<file path="src/rtl/udp_pkg.sv">
// udp_pkg: shared constants and helpers for the UDP ingress path.
//   UDP_BEAT_W     - width of one upstream beat
//   UDP_PKT_BEATS  - beats per UDP packet
//   UDP_OPCODE_*   - location/width of the opcode field carried in beat 1
//   UDP_OP_SUM/MAX - the only opcodes the parser understands
package udp_pkg;

  localparam int unsigned UDP_BEAT_W     = 256;
  localparam int unsigned UDP_PKT_BEATS  = 63;
  localparam int unsigned UDP_OPCODE_LSB = 160;
  localparam int unsigned UDP_OPCODE_W   = 16;
  localparam int unsigned UDP_OP_SUM     = 1;
  localparam int unsigned UDP_OP_MAX     = 2;

  typedef logic [UDP_BEAT_W-1:0]   udp_beat_t;
  typedef logic [UDP_OPCODE_W-1:0] udp_opcode_t;

  // True for opcodes the downstream parser knows how to handle.
  function automatic logic udp_op_known(input udp_opcode_t op);
    return (op == UDP_OPCODE_W'(UDP_OP_SUM)) || (op == UDP_OPCODE_W'(UDP_OP_MAX));
  endfunction

endpackage

</file>
<file path="src/rtl/udp_fifo_mem.sv">
// udp_fifo_mem: DEPTH x WIDTH storage array, one synchronous write port and
// one asynchronous (combinational) read port. Contents are not reset.
//   clk        - write clock
//   i_wr_en    - write enable
//   i_wr_addr  - write address
//   i_wr_data  - write data
//   i_rd_addr  - read address
//   o_rd_data  - data at i_rd_addr, available in the same cycle
module udp_fifo_mem #(
  parameter int unsigned DEPTH = 8,
  parameter int unsigned WIDTH = 256
) (
  input  logic                     clk,
  input  logic                     i_wr_en,
  input  logic [$clog2(DEPTH)-1:0] i_wr_addr,
  input  logic [WIDTH-1:0]         i_wr_data,
  input  logic [$clog2(DEPTH)-1:0] i_rd_addr,
  output logic [WIDTH-1:0]         o_rd_data
);

  logic [WIDTH-1:0] r_mem [DEPTH];

  always_ff @(posedge clk) begin
    if (i_wr_en) begin
      r_mem[i_wr_addr] <= i_wr_data;
    end
  end

  assign o_rd_data = r_mem[i_rd_addr];

endmodule

</file>
<file path="src/rtl/udp_ingress_fifo.sv">
// udp_ingress_fifo: first-word-fall-through buffer between the UDP beat
// source and the parser. Tracks the beat index inside each packet, pulses
// Pkt_done on the last beat and Bad_op when beat 1 carries an unknown opcode.
// Flagged packets are still forwarded unchanged.
//   clk, reset   - clock, asynchronous active-low reset
//   In_data/In_valid/In_ready    - upstream beat handshake
//   Out_data/Out_valid/Out_ready - downstream beat handshake
//   Fill_level   - entries currently held
//   Pkt_done     - registered pulse after last beat of a packet is accepted
//   Bad_op       - registered pulse after beat 1 with unknown opcode is accepted
//   Pkt_count    - completed packet counter (only with UDP_INGRESS_PKT_STATS_EN)
module udp_ingress_fifo
  import udp_pkg::*;
#(
  parameter int unsigned DEPTH     = 8,
  parameter int unsigned PKT_BEATS = UDP_PKT_BEATS
) (
  input  logic                    clk,
  input  logic                    reset,
  input  logic [UDP_BEAT_W-1:0]   In_data,
  input  logic                    In_valid,
  output logic                    In_ready,
  output logic [UDP_BEAT_W-1:0]   Out_data,
  output logic                    Out_valid,
  input  logic                    Out_ready,
  output logic [$clog2(DEPTH):0]  Fill_level,
  output logic                    Pkt_done,
  output logic                    Bad_op
`ifdef UDP_INGRESS_PKT_STATS_EN
  ,
  output logic [15:0]             Pkt_count
`endif
);

  localparam int unsigned AW = $clog2(DEPTH);
  localparam int unsigned IW = (PKT_BEATS > 1) ? $clog2(PKT_BEATS) : 1;

  logic [AW-1:0] r_wptr;
  logic [AW-1:0] r_rptr;
  logic [AW:0]   r_fill;
  logic [IW-1:0] r_idx;
  logic          r_pkt_done;
  logic          r_bad_op;

  logic          w_wr;
  logic          w_rd;
  logic          w_in_ready;
  logic          w_out_valid;
  logic          w_last_beat;
  logic          w_bad_beat;
  logic [AW:0]   w_fill_d;

  // Flow control comes only from the registered fill count, so a read on the
  // same edge never frees a slot for a write while full.
  assign w_in_ready  = (r_fill != (AW + 1)'(DEPTH));
  assign w_out_valid = (r_fill != '0);
  assign w_wr        = In_valid && w_in_ready;
  assign w_rd        = w_out_valid && Out_ready;

  assign w_last_beat = w_wr && (r_idx == IW'(PKT_BEATS - 1));
  assign w_bad_beat  = w_wr && (r_idx == IW'(1)) &&
                       !udp_op_known(In_data[UDP_OPCODE_LSB +: UDP_OPCODE_W]);

  always_comb begin
    w_fill_d = r_fill;
    unique case ({w_wr, w_rd})
      2'b10:   w_fill_d = r_fill + (AW + 1)'(1);
      2'b01:   w_fill_d = r_fill - (AW + 1)'(1);
      default: w_fill_d = r_fill;
    endcase
  end

  always_ff @(posedge clk or negedge reset) begin
    if (!reset) begin
      r_wptr     <= '0;
      r_rptr     <= '0;
      r_fill     <= '0;
      r_idx      <= '0;
      r_pkt_done <= 1'b0;
      r_bad_op   <= 1'b0;
    end else begin
      r_fill     <= w_fill_d;
      r_pkt_done <= w_last_beat;
      r_bad_op   <= w_bad_beat;
      if (w_wr) begin
        r_wptr <= r_wptr + AW'(1);
        r_idx  <= w_last_beat ? '0 : r_idx + IW'(1);
      end
      if (w_rd) begin
        r_rptr <= r_rptr + AW'(1);
      end
    end
  end

`ifdef UDP_INGRESS_PKT_STATS_EN
  logic [15:0] r_pkt_count;

  always_ff @(posedge clk or negedge reset) begin
    if (!reset) begin
      r_pkt_count <= '0;
    end else if (w_last_beat) begin
      r_pkt_count <= r_pkt_count + 16'd1;
    end
  end

  assign Pkt_count = r_pkt_count;
`endif

  udp_fifo_mem #(
    .DEPTH (DEPTH),
    .WIDTH (UDP_BEAT_W)
  ) u_mem (
    .clk       (clk),
    .i_wr_en   (w_wr),
    .i_wr_addr (r_wptr),
    .i_wr_data (In_data),
    .i_rd_addr (r_rptr),
    .o_rd_data (Out_data)
  );

  assign In_ready   = w_in_ready;
  assign Out_valid  = w_out_valid;
  assign Fill_level = r_fill;
  assign Pkt_done   = r_pkt_done;
  assign Bad_op     = r_bad_op;

endmodule
</file>
<file path="config.mk">
export PLATFORM = sky130hd
export DESIGN_NAME = udp_ingress_fifo
export DESIGN_NICKNAME = d
export VERILOG_FILES = /design/src/rtl/udp_pkg.sv /design/src/rtl/udp_fifo_mem.sv /design/src/rtl/udp_ingress_fifo.sv
export SDC_FILE = /design/constraint.sdc
export NUM_CORES = 2
export LEC_CHECK = 0
export ABC_AREA = 1
export CAP_MARGIN = 30
export CORE_MARGIN = 2
export CORE_UTILIZATION = 30
export CTS_CLUSTER_DIAMETER = 150
export DETAILED_ROUTE_END_ITERATION = 10
export PLACE_DENSITY_LB_ADDON = 0.3
export SYNTH_ARGS = -nofsm -noshare
export SYNTH_HDL_FRONTEND = slang
export SYNTH_HIERARCHICAL = 1
export SYNTH_SLANG_ARGS = --single-unit
</file>
<file path="constraint.sdc">
create_clock -name clk -period 29.9 [get_ports clk]
set_input_delay 5.98 -clock clk [delete_from_list [all_inputs] [get_ports clk]]
set_output_delay 5.98 -clock clk [all_outputs]
set_load 0.03 [all_outputs]
</file>
Word-level counts from Yosys, hierarchy flattened
Memory sizes are Yosys's and may differ from the RTL's.
Cells that the tools add are included.
Widths: inputs -> output; s select.
{ "word_totals": {"register_bits": 18, "ramBits": 2048, "in_bits": 260, "elab_cells": 32, "n_memories": 1} }
{ "op_classes": {"n_addsub": 5, "n_eq_ne": 7, "n_mux": 4, "n_reduce_logical": 9} }
{ "memory_table": {"columns": ["name", "depth", "word_bits", "rd", "rd_clocked_by_memory_dff", "write_ports", "line", "text"], "rows": [
  ["u_mem.r_mem", 8, 256, 1, 0, 1, "udp_fifo_mem.sv:21", "logic [WIDTH-1:0] r_mem [DEPTH];"]
]} }
{ "ops": {"columns": ["operator", "count"], "rows": [
  ["$eq 16x1->1 const B", 1],
  ["$eq 16x2->1 const B", 1],
  ["$pmux 4 s2", 1],
  ["$add 3x1->3 const B", 2],
  ["$add 6x1->6 const B", 1],
  ["$eq 6x1->1 const B", 1],
  ["$eq 6x6->1 const B", 1],
  ["$mux 6", 1],
  ["$logic_and 1x1->1", 5],
  ["$add 4x1->4 const B", 1],
  ["$ne 4x4->1 const B", 1],
  ["$reduce_bool 4->1", 1],
  ["$sub 4x1->4 const B", 1],
  ["$eq 2x1->1 const B", 1],
  ["$eq 2x2->1 const B", 1],
  ["$mux 1", 2],
  ["$reduce_bool 2->1", 1],
  ["$logic_not 1->1", 1],
  ["$logic_or 1x1->1", 1]
]} }

Longest topological paths before layout
{ "depth": {"word_depth": 4, "ltp_mapped": 13, "mapped_depth_nobuf": 13} }

By module
Netlist, hierarchy kept.
{ "by_module_without_submodules": {"columns": ["mod", "n_inst", "cells_each", "area_each_um2", "seq_area_each_um2"], "rows": [
  ["udp_fifo_mem", 1, 8865, 88832.7, 61499.0],
  ["udp_ingress_fifo", 1, 137, 1144.8, 450.4]
]} }

Least setup slack after synthesis
OpenSTA, ideal clock, no wires.
{ "synth_path": {"path_type": "input -> register", "start": "in In_valid", "end": "mem u_mem.r_mem[1][0] (enable)", "setup_time_ns": 0.880, "arrival_time_ns": 16.879, "required_ns": 29.020, "slack_ns": 12.141, "cell_stages": 4, "n_path_buf": 0, "cell_sequence": "nand2_8 inv_6 nand2_1 nor2_1"} }
{ "synth_via": {"elab_chain_cells": 3} }
{ "synth_lines": {"columns": ["element", "line", "text"], "rows": [
  ["start: declaration", "udp_ingress_fifo.sv:21", "input logic In_valid,"],
  ["$logic_and 1x1->1", "udp_ingress_fifo.sv:57", "assign w_wr = In_valid && w_in_ready;"],
  ["net w_wr", "udp_ingress_fifo.sv:45", "logic w_wr;"],
  ["$mux 1", "udp_fifo_mem.sv:24", "if (i_wr_en) begin"],
  ["$mux 1 (not written as such)", "udp_fifo_mem.sv:25", "r_mem[i_wr_addr] <= i_wr_data;"],
  ["end: declaration", "udp_fifo_mem.sv:21", null]
]} }
The timed path passes the listed nets, and every way through them passes these cells.

Worst setup path in the final report
{ "layout_path": {"start": "reg r_rptr[0]", "end": "out Out_data[75]"} }
{ "layout_via": {"elab_chain_cells": 1} }
{ "layout_lines": {"columns": ["element", "line", "text"], "rows": [
  ["start: declaration", "udp_ingress_fifo.sv:39", "logic [AW-1:0] r_rptr;"],
  ["start signal: assignment", "udp_ingress_fifo.sv:90", "r_rptr <= r_rptr + AW'(1);"],
  ["$mem_v2 8x256", null, null],
  ["end: declaration", "udp_ingress_fifo.sv:23", "output logic [UDP_BEAT_W-1:0] Out_data,"]
]} }
No other way between the ends.

==> metrics.yaml <==
start_kind: "flip-flop"
portBuffers: 523
synth_fp_nets: 9271
async_flop_share_pct: 0.871
fin_setup_tns_ps: 0
yosysSeqAreaShare_pct: 68.8
netlist.area_leader.share_pct: 68.3
fill_cells: 29300
post-dp-hpwl_microns: 129000
worst_pin_slew_ps: 1130
vias: 59400
status: "finished clean"
worstPathArrival_ps: 6600
yosys_warnings: 6
gr-usage-met2_pct: 25.0
wire_per_inst_microns: 17.5
drt_first_pass_iters: 6
fin_skew_ps: 43.5
period_needed_ps: 12580
fmax_mhz: 79.5
multiInputGateArea_sq_um: 18300
dp.cells: 13200
critical_path_class: "flip-flop to primary output"
antenna_found_initial: 53
place_congestion: 0.767
path_cells: "inv_16 -> buf_4 -> buf_4 -> buf_4 -> buf_4 -> buf_16 -> nand2_1 -> nand3_1 -> nand2_1 -> nand2_1 -> nand2_1 -> clkdlybuf4s50_1"
slew-limit-headroom_pct: 24.4
worstPathRequired_ps: 23920
rsz0062_at_grt: "false"
track_usage_pct: 15.3
critical-path-slowest-cell: "buf_4"
drive_above_1_share_pct: 4.60
min_period_over_period_pct: 42.1
syn_avg_cell_area_sq_um: 10.0
synth_seq_cells: 2066
ant_nets: 0
r2r-start: "Fill_level[3]"
ys.flop_type: "edfxtp_1"
grt_overflow: 0
setup_viol: 0
top_usage_layer: "met2"
synthDistinctLibCells: 34
root_buffer: "clkbuf_16"
cts_setup_buffers: 0
drv_cap: 0
htree_levels: 4
die_width_microns: 552
ioPinCount: 524
hold_start: "r_wptr[0]"
cts_resized: 0
final-seq-area_sq_um: 62000
cpPeakStageDelay_ps: 800
hold_class: "flip-flop to flip-flop"
cts_tree: "built"
finish.cell_count_without_fillers: 13600
drv_slew: 0
cts.sinks: 2066
critPathCaptureType: "primary output"
powerDensity_nw_per_um2: 103
path_clk_slew_ps: 60
grt_pass1_vias: 57700
nets: 9728
synthTopCellsByArea: "edfxtp_1 (68%), nand2_1 (14%), inv_1 (8.6%)"
num_rows: 201
p_leak_nw: 47.3
coreArea_sq_um: 299000
clk_latency_ps: 880
final_common_cell: "nand2_1"
grtUsageMet1_pct: 20.4
worst-path-max-fanout: 198
grt_max_degree: 218
synth_area_sq_um: 90000
syn_inst: 9002
post-route-drc-count: 0
start_util_pct: 30.1
fp.dieH_microns: 552
synth_edf_count: 2048
dr.first_iter.drc_count: 4179
final_cell_mix: "nand2_1 (3369), inv_1 (2070), edfxtp_1 (2048)"
synthToLayoutAreaGrowth_pct: 18.6
cts_buffer_depth: 4
grt_pass1_wl_microns: 357000
drt-total-wl_microns: 238000
hold_viol: 0
die_area_sq_um: 304000
synth_top_cell_by_area: "edfxtp_1"
holdBufCountCts: 0
crit_start: "r_rptr[0]"
viasPerCell: 4.36
numCtsBuffers: 228
met3_usage_pct: 3.60
peakVddDrop_mv: 0.0960
Yosys cell counts (2+ instances only):
| master | n |
|---|---|
| buf_1 | 11 |
| inv_2 | 2 |
| edfxtp_1 | 2048 |
| inv_1 | 2071 |
| dfrtp_1 | 18 |
| xor2_1 | 3 |
| clkbuf_1 | 96 |
| xnor2_1 | 4 |
| o21ai_0 | 2 |
| buf_6 | 5 |
| buf_4 | 25 |
| nor2_2 | 3 |
| o21ai_2 | 2 |
| nor2_4 | 2 |
| ha_1 | 8 |
| nor2_1 | 22 |
| or2_2 | 2 |
| nand4_1 | 6 |
| clkbuf_4 | 3 |
| buf_2 | 258 |
| nand2_1 | 3369 |
| nand3_1 | 1030 |
layout make-up:
cell class	instances	area share [%]
flip-flops and latches	2066	58.1
multi-input cells	4462	17.2
inverters	2075	7.33
repair buffers	626	5.95
clock buffers	285	5.57
well taps	3958	4.64
clock inverters	129	1.24
diodes	12	0.0281
state kept, by name, indices dropped and copies added (netlist names):
| signal | flops |
|---|---|
| Fill_level | 4 |
| r_rptr | 3 |
| Pkt_done | 1 |
| Bad_op | 1 |
| r_idx | 6 |
| u_mem/r_mem | 2048 |
| r_wptr | 3 |
routing by layer:
metal  routed length [microns]  vias to the layer above
li1                          -                    28900
met2                    109000                     1467
met1                    106000                    28600
met4                      4610                       72
met3                     17600                      386
met5                       448                        -
worst max-delay path: cells and delay by family (launching register included):
kind | cells | cell delay [ps]
buf+inv | 7 | 4190
flops | 1 | 730
simple gates | 5 | 430
per-stage QoR:
step	power [W]	hold WS [ps]	utilization (%)	cell area (sq um)	setup slack, ps
finish	0.0110	538	35.7	107000	17320
global route	0.0116	563	35.7	107000	16850
CTS	0.0111	540	35.6	107000	16890
floorplan	0.00676	436	-	90000	12140
global placement	0.00827	514	33.1	99000	17950
detailed placement	0.00834	528	33.2	99300	17910
where the power goes:
group | total, W | internal, W | switching [W]
sequential | 0.00376 | 0.00364 | 0.000124
combinational | 0.00449 | 0.00134 | 0.00316
clock | 0.00274 | 0.00158 | 0.00116
total | 0.0110 | 0.00655 | 0.00445
cells by family after synthesis:
group / Yosys count / share of synthesized area [%]
simple gates: 4440 / 20.0
compound gates: 5 / 0.0389
buf+inv: 2474 / 10.8
xor+xnor: 8 / 0.0862
fa+ha+maj: 9 / 0.133
flops: 2066 / 68.8
final timing paths:
path / end / slack (ps) / depth (start not counted)
setup reg to reg: u_mem/r_mem[6][71] / 25160 / 11
setup / recovery: Out_data[75] / 17320 / 12
min in group asynchronous: r_rptr[0] / 5390 / 1
max in group asynchronous: r_rptr[2] / 24020 / 2
hold reg to reg: r_wptr[0] / 540 / 1
hold / removal: r_wptr[0] / 540 / 1
(Power assumes the default switching activity.)
